### src/rtl/core_sequencer_if.sv
// rtl/core_sequencer_if.sv - fetch and data-memory handshake bundle for core_sequencer
interface core_seq_if #(
   parameter int unsigned PC_W = 16
);
   logic            if_req;
   logic [PC_W-1:0] if_addr;
   logic            if_ack;
   logic [15:0]     if_data;
   logic            dm_req;
   logic            dm_we;
   logic            dm_ack;

   modport master (
      output if_req, if_addr, dm_req, dm_we,
      input  if_ack, if_data, dm_ack
   );

   modport slave (
      input  if_req, if_addr, dm_req, dm_we,
      output if_ack, if_data, dm_ack
   );
endinterface

### src/rtl/core_sequencer.sv
// rtl/core_sequencer.sv - PC-driven multi-cycle instruction sequencer with ack-timeout fault
module core_sequencer #(
   parameter int unsigned     PC_W        = 16,
   parameter logic [PC_W-1:0] RESET_PC    = '0,
   parameter int unsigned     ACK_TIMEOUT = 15
) (
   input  logic            clk,
   input  logic            reset,
   input  logic            run,
   core_seq_if.master      bus,
   output logic [15:0]     instr,
   output logic            en_s,
   output logic            en_c,
   output logic [7:0]      en_reg,
   output logic [PC_W-1:0] pc,
   output logic            done,
   output logic            illegal,
   output logic            fault
);
   localparam int unsigned   TW         = $clog2(ACK_TIMEOUT + 1);
   localparam logic [TW-1:0] TIMER_LAST = TW'(ACK_TIMEOUT - 1);

   typedef enum logic [2:0] {
      S_IDLE, S_FETCH, S_DECODE, S_EXEC, S_MEM, S_WB, S_RETIRE, S_HALT
   } state_t;

   state_t          state_q, state_d;
   logic [PC_W-1:0] pc_q, pc_d;
   logic [15:0]     instr_q, instr_d;
   logic [TW-1:0]   timer_q, timer_d;
   logic            if_req_q, if_req_d;
   logic            en_s_q, en_s_d;
   logic            en_c_q, en_c_d;
   logic [7:0]      en_reg_q, en_reg_d;
   logic            dm_req_q, dm_req_d;
   logic            dm_we_q, dm_we_d;
   logic            done_q, done_d;
   logic            illegal_q, illegal_d;
   logic            fault_q, fault_d;
   logic            timed_out;

   // timer_q holds the number of already-expired wait cycles, so the last allowed cycle is ACK_TIMEOUT-1
   assign timed_out = (timer_q == TIMER_LAST);

   always_comb begin
      state_d   = state_q;
      pc_d      = pc_q;
      instr_d   = instr_q;
      timer_d   = '0;
      fault_d   = fault_q;
      if_req_d  = 1'b0;
      en_s_d    = 1'b0;
      en_c_d    = 1'b0;
      en_reg_d  = '0;
      dm_req_d  = 1'b0;
      dm_we_d   = 1'b0;
      done_d    = 1'b0;
      illegal_d = 1'b0;
      case (state_q)
         S_IDLE: begin
            if (run) begin
               state_d  = S_FETCH;
               if_req_d = 1'b1;
            end
         end
         S_FETCH: begin
            if (bus.if_ack) begin
               instr_d = bus.if_data;
               pc_d    = pc_q + PC_W'(1);
               state_d = S_DECODE;
               en_s_d  = 1'b1;
            end else if (timed_out) begin
               fault_d = 1'b1;
               state_d = S_HALT;
            end else begin
               if_req_d = 1'b1;
               timer_d  = timer_q + TW'(1);
            end
         end
         S_DECODE: begin
            case (instr_q[1:0])
               2'd2: begin
                  state_d   = S_RETIRE;
                  done_d    = 1'b1;
                  illegal_d = 1'b1;
               end
               2'd3: begin
                  state_d  = S_MEM;
                  dm_req_d = 1'b1;
                  dm_we_d  = instr_q[2];
               end
               default: begin
                  state_d = S_EXEC;
                  en_c_d  = 1'b1;
               end
            endcase
         end
         S_EXEC: begin
            state_d  = S_WB;
            en_reg_d = 8'd1 << instr_q[15:13];
         end
         S_WB: begin
            state_d = S_RETIRE;
            done_d  = 1'b1;
         end
         // Loads skip WB: the datapath writes Rx itself when dm_ack arrives
         S_MEM: begin
            if (bus.dm_ack) begin
               state_d = S_RETIRE;
               done_d  = 1'b1;
            end else if (timed_out) begin
               fault_d = 1'b1;
               state_d = S_HALT;
            end else begin
               dm_req_d = 1'b1;
               dm_we_d  = instr_q[2];
               timer_d  = timer_q + TW'(1);
            end
         end
         S_RETIRE: begin
            if (run) begin
               state_d  = S_FETCH;
               if_req_d = 1'b1;
            end else begin
               state_d = S_IDLE;
            end
         end
         S_HALT: begin
            state_d = S_HALT;
         end
         default: begin
            state_d = S_IDLE;
         end
      endcase
   end

   always_ff @(posedge clk or posedge reset) begin
      if (reset) begin
         state_q   <= S_IDLE;
         pc_q      <= RESET_PC;
         instr_q   <= '0;
         timer_q   <= '0;
         if_req_q  <= 1'b0;
         en_s_q    <= 1'b0;
         en_c_q    <= 1'b0;
         en_reg_q  <= '0;
         dm_req_q  <= 1'b0;
         dm_we_q   <= 1'b0;
         done_q    <= 1'b0;
         illegal_q <= 1'b0;
         fault_q   <= 1'b0;
      end else begin
         state_q   <= state_d;
         pc_q      <= pc_d;
         instr_q   <= instr_d;
         timer_q   <= timer_d;
         if_req_q  <= if_req_d;
         en_s_q    <= en_s_d;
         en_c_q    <= en_c_d;
         en_reg_q  <= en_reg_d;
         dm_req_q  <= dm_req_d;
         dm_we_q   <= dm_we_d;
         done_q    <= done_d;
         illegal_q <= illegal_d;
         fault_q   <= fault_d;
      end
   end

   assign bus.if_req  = if_req_q;
   assign bus.if_addr = pc_q;
   assign bus.dm_req  = dm_req_q;
   assign bus.dm_we   = dm_we_q;
   assign instr       = instr_q;
   assign en_s        = en_s_q;
   assign en_c        = en_c_q;
   assign en_reg      = en_reg_q;
   assign pc          = pc_q;
   assign done        = done_q;
   assign illegal     = illegal_q;
   assign fault       = fault_q;
endmodule
### src/flat_wrapper.sv
// flat-port wrapper written by rule: the top's interface ports become plain ports
module core_sequencer_flat 
#(
   parameter int unsigned     PC_W        = 16,
   parameter logic [PC_W-1:0] RESET_PC    = '0,
   parameter int unsigned     ACK_TIMEOUT = 15
)
  (clk, reset, run, instr, en_s, en_c, en_reg, pc, done, illegal, fault, bus_if_req, bus_if_addr, bus_dm_req, bus_dm_we, bus_if_ack, bus_if_data, bus_dm_ack);
  core_seq_if #(.PC_W(PC_W)) bus_i ();
  input  logic clk;
  input  logic reset;
  input  logic run;
  output logic [15:0] instr;
  output logic en_s;
  output logic en_c;
  output logic [7:0] en_reg;
  output logic [PC_W-1:0] pc;
  output logic done;
  output logic illegal;
  output logic fault;
  output wire logic [$bits(bus_i.if_req)-1:0] bus_if_req;
  output wire logic [$bits(bus_i.if_addr)-1:0] bus_if_addr;
  output wire logic [$bits(bus_i.dm_req)-1:0] bus_dm_req;
  output wire logic [$bits(bus_i.dm_we)-1:0] bus_dm_we;
  input wire logic [$bits(bus_i.if_ack)-1:0] bus_if_ack;
  input wire logic [$bits(bus_i.if_data)-1:0] bus_if_data;
  input wire logic [$bits(bus_i.dm_ack)-1:0] bus_dm_ack;
  assign bus_if_req = bus_i.if_req;
  assign bus_if_addr = bus_i.if_addr;
  assign bus_dm_req = bus_i.dm_req;
  assign bus_dm_we = bus_i.dm_we;
  assign bus_i.if_ack = bus_if_ack;
  assign bus_i.if_data = bus_if_data;
  assign bus_i.dm_ack = bus_dm_ack;
  core_sequencer #(.PC_W(PC_W), .RESET_PC(RESET_PC), .ACK_TIMEOUT(ACK_TIMEOUT)) u_core (.clk(clk), .reset(reset), .run(run), .bus(bus_i), .instr(instr), .en_s(en_s), .en_c(en_c), .en_reg(en_reg), .pc(pc), .done(done), .illegal(illegal), .fault(fault));
endmodule
### config.mk
export PLATFORM = sky130hd
export DESIGN_NAME = core_sequencer_flat
export DESIGN_NICKNAME = d
export VERILOG_FILES = /design/src/rtl/core_sequencer_if.sv /design/src/rtl/core_sequencer.sv /design/src/flat_wrapper.sv
export SDC_FILE = /design/constraint.sdc
export NUM_CORES = 1
export LEC_CHECK = 0
export ABC_AREA = 0
export CORE_MARGIN = 3
export CORE_UTILIZATION = 48
export DETAILED_ROUTE_END_ITERATION = 10
export PLACE_DENSITY = 0.83
export SLEW_MARGIN = 20
export SYNTH_ARGS = -nofsm -noshare
export SYNTH_HDL_FRONTEND = slang
export SYNTH_SLANG_ARGS = --single-unit
### constraint.sdc
create_clock -name clk -period 3.7 [get_ports clk]
set_input_delay 0.74 -clock clk [delete_from_list [all_inputs] [get_ports clk]]
set_output_delay 0.74 -clock clk [all_outputs]
set_load 0.01 [all_outputs]
==> summary.txt <==
CTS max path bufs: 2
HP Start: u_core.fault$_DFFE_PP0P_
Worst path cell trace: clkdlybuf4s50_1 > nand4bb_4 > inv_2 > and4_1 > and4_1 > xor2_1
Initial DRC Count: 119
Root buffer cell: clkbuf_8
# port buffers: 84
Period utilisation layout: 0.695
Min Tclk post-route: 2.57 ns
F_max: 389 MHz
Reg2reg start: u_core.state_q[1]$_DFFE_PP0P_
Placeable core region: 4790 um2
R2R Setup Slk: 1.44 ns
Setup violators final: 0
CTS resizes: 0
Leakage dissipation: 1.50 nW
Status: completed
Pwr dens: 596 nW/um2
CP Class: input pin to register
Critical path launch point type: input pin
Area delta synth->final: 35.8%
CTS buffer count: 5
Worst min-delay path class: register to register
Post-synthesis cell type count: 35
Total iterations of the first detailed-routing run: 6
Simple-gate share of the synthesized area: 0.233
Post-Synth Adder-Cell Area: 0.0156
Slowest CP cell: clkdlybuf4s50_1
Design area: 3270 um2
Initial antenna violation count: 0
GPL Wtd Cong: 0.918
Residual DRC count: 0
Syn Inst Count: 235
H-tree Lvls: 2
CTS tree: done
Post-CTS setup buffers: 0
Max-Cap Viols: 0
Hold depth: 2
Vias: 1770
Clock sinks: 55
Worst path max stage delay: 0.58 ns
Worst Hold End: u_core.fault$_DFFE_PP0P_
Largest net degree at the start of global routing: 56
Vias in the first global route: 1687
Wire length per cell: 13.0 um
Diodes inserted: 0
Crit end category: register
Final Hold Vio Count: 0
Seq/Total Area, Yosys: 0.571
Ports: 85
Synth top area share: 0.571
All-Layer GR Usage: 0.168
Starting density of the core: 0.504
DP HPWL: 3.53 mm
Vias per cell: 4.77
Final net count: 327
Rel. slew slack: 0.388
Main combinational cell family by area after synthesis: simple AND/OR/NAND/NOR gates
CP required: 3.93 ns
Register area: 1380 um2
Die ar.: 5910 um2
Crit-path max FO: 22
Clk pin slew, worst setup/hold paths: 0.09 ns
Filler cells: 374
Worst Reg2Reg Path Length in Cells: 5
Skew final: 0.0119 ns
Die Ht: 76.9 um
RSZ-0062 raised after global routing: no
Hold bufs inserted after CTS: 0
First-pass GRT wire length: 8.04 mm
FF-to-FF End: u_core.bus.if_addr[10]$_DFFE_PP0P_
Syn Area/Cell: 10.3 um2
Largest area contributor in the netlist: dfrtp_1
CP most frequent cell: and4_1
Worst slew pin tran: 0.916 ns
Footprint of the multi-input gates: 856 um2
Post-synthesis mux area share: 0
FP Rows: 25
Worst-Skew Late Latency: 0.30 ns
Syn Nets: 259
Placement Cell Area: 3180 um2
Buf/Inv on CP: 2
Detail Route Antenna Nets: 0
Worst path arrival time: 2.80 ns
Mapped cell area: 2410 um2
Register bit total from synthesis: 55
Xor and xnor area share after synthesis: 0.0582
Gr ovfl total: 0
Synth area leaders: dfrtp_1 (57%), nand2_1 (9.8%), buf_4 (5.0%)
Crit-path leading delay family: buffers and inverters
Complex-gate fraction of the synthesized area: 0.0488
Drt total wl: 4.81 mm
Worst vdd ir: 375 uV
Setup TNS: 0 ns
Die W: 76.9 um
Yosys warns: 0
Max Transition Viols Final: 0
Layout cells sized above 1: 0.0362
## cells in the mapped netlist (all sizes together)
library cell,instances
o211ai,2
o21ai,4
nor2,17
inv,5
o21bai,1
xnor2,12
ha,3
nor2b,5
o31ai,1
nor3,4
nand2b,3
nand4bb,1
clkbuf,2
a32o,1
a21o,2
a222oi,1
a32oi,1
nor3b,1
and4,4
nand3,9
dfrtp,55
nand2,63
nand4,2
nor4,1
xor2,4
and3,2
and3b,1
a21oi,3
nand3b,1
o221ai,1
and2,2
buf,21
## layer usage
layer / GRT usage / wire length [um] / vias up
met3: 0.0540 / 311 / 2
met4: 0.0380 / 28 / 0
met5: 0 / 0 / -
met1: 0.212 / 2070 / 823
li1: - / - / 885
met2: 0.281 / 2400 / 60
## per-stage QoR
stage	setup WS, ns	power, W	hold WS, ns	util	std cells
floorplan	1.62	0.00129	0.475	-	235
global placement	0.867	0.00161	0.451	0.664	363
detailed placement	0.832	0.00163	0.458	0.664	363
CTS	1.14	0.00197	0.478	0.683	371
global route	0.996	0.00207	0.513	0.684	371
finish	1.13	0.00195	0.473	0.684	371
## worst max path at each step
| stage | slack, ns | cells past startpoint | startpoint | end |
|---|---|---|---|---|
| 2_1_floorplan | 1.62 | 1 | reset | u_core.bus.dm_req$_DFF_PP0_ |
| 3_3_place_gp | 0.87 | 6 | bus_if_ack | u_core.bus.if_addr[10]$_DFFE_PP0P_ |
| 5_1_grt | 1.0 | 6 | bus_if_ack | u_core.bus.if_addr[10]$_DFFE_PP0P_ |
| 4_1_cts | 1.14 | 6 | bus_if_ack | u_core.bus.if_addr[10]$_DFFE_PP0P_ |
| 6_report | 1.13 | 6 | bus_if_ack | u_core.bus.if_addr[10]$_DFFE_PP0P_ |
| 3_5_place_dp | 0.83 | 6 | bus_if_ack | u_core.bus.if_addr[10]$_DFFE_PP0P_ |
## cells by family after synthesis
kind of cell | after synthesis
buffers and inverters | 28
and+or+nand+nor | 116
adders and majority gates | 3
AOI/OAI and AO/OA | 17
DFF | 55
xor gates and xnor gates | 16
## layout make-up
type / count / share of cell area
flip-flops and latches: 55 / 0.421
well taps: 67 / 0.0256
multi-input cells: 152 / 0.262
clock inverters: 1 / 0.00268
inverters: 5 / 0.00612
clock buffers: 7 / 0.0264
repair buffers: 84 / 0.257
## tightest hold or removal path, cell delays in order (launching register included)
cell and delay, ns:
dfrtp_1 0.35, inv_1 0.04, o31ai_1 0.05
## where the power goes
| part | internal (W) | switching (W) | leakage, nW |
|---|---|---|---|
| clock | 0.000154 | 0.000182 | 0.0484 |
| sequential | 0.000745 | 0.000167 | 0.727 |
| combinational | 0.000387 | 0.000315 | 0.724 |
## placed cells by master (no fill, tap or decap), types with 4 or more instances in the layout
master and n:
nor2_1 17, and4_1 4, nor2b_1 5, xnor2_1 12
nand2_1 63, xor2_1 4, dfrtp_1 55, nand3_1 9
nor3_1 4, clkbuf_8 6, clkdlybuf4s50_1 84, o21ai_0 4
Note: power is estimated with default switching activity, not from simulation.
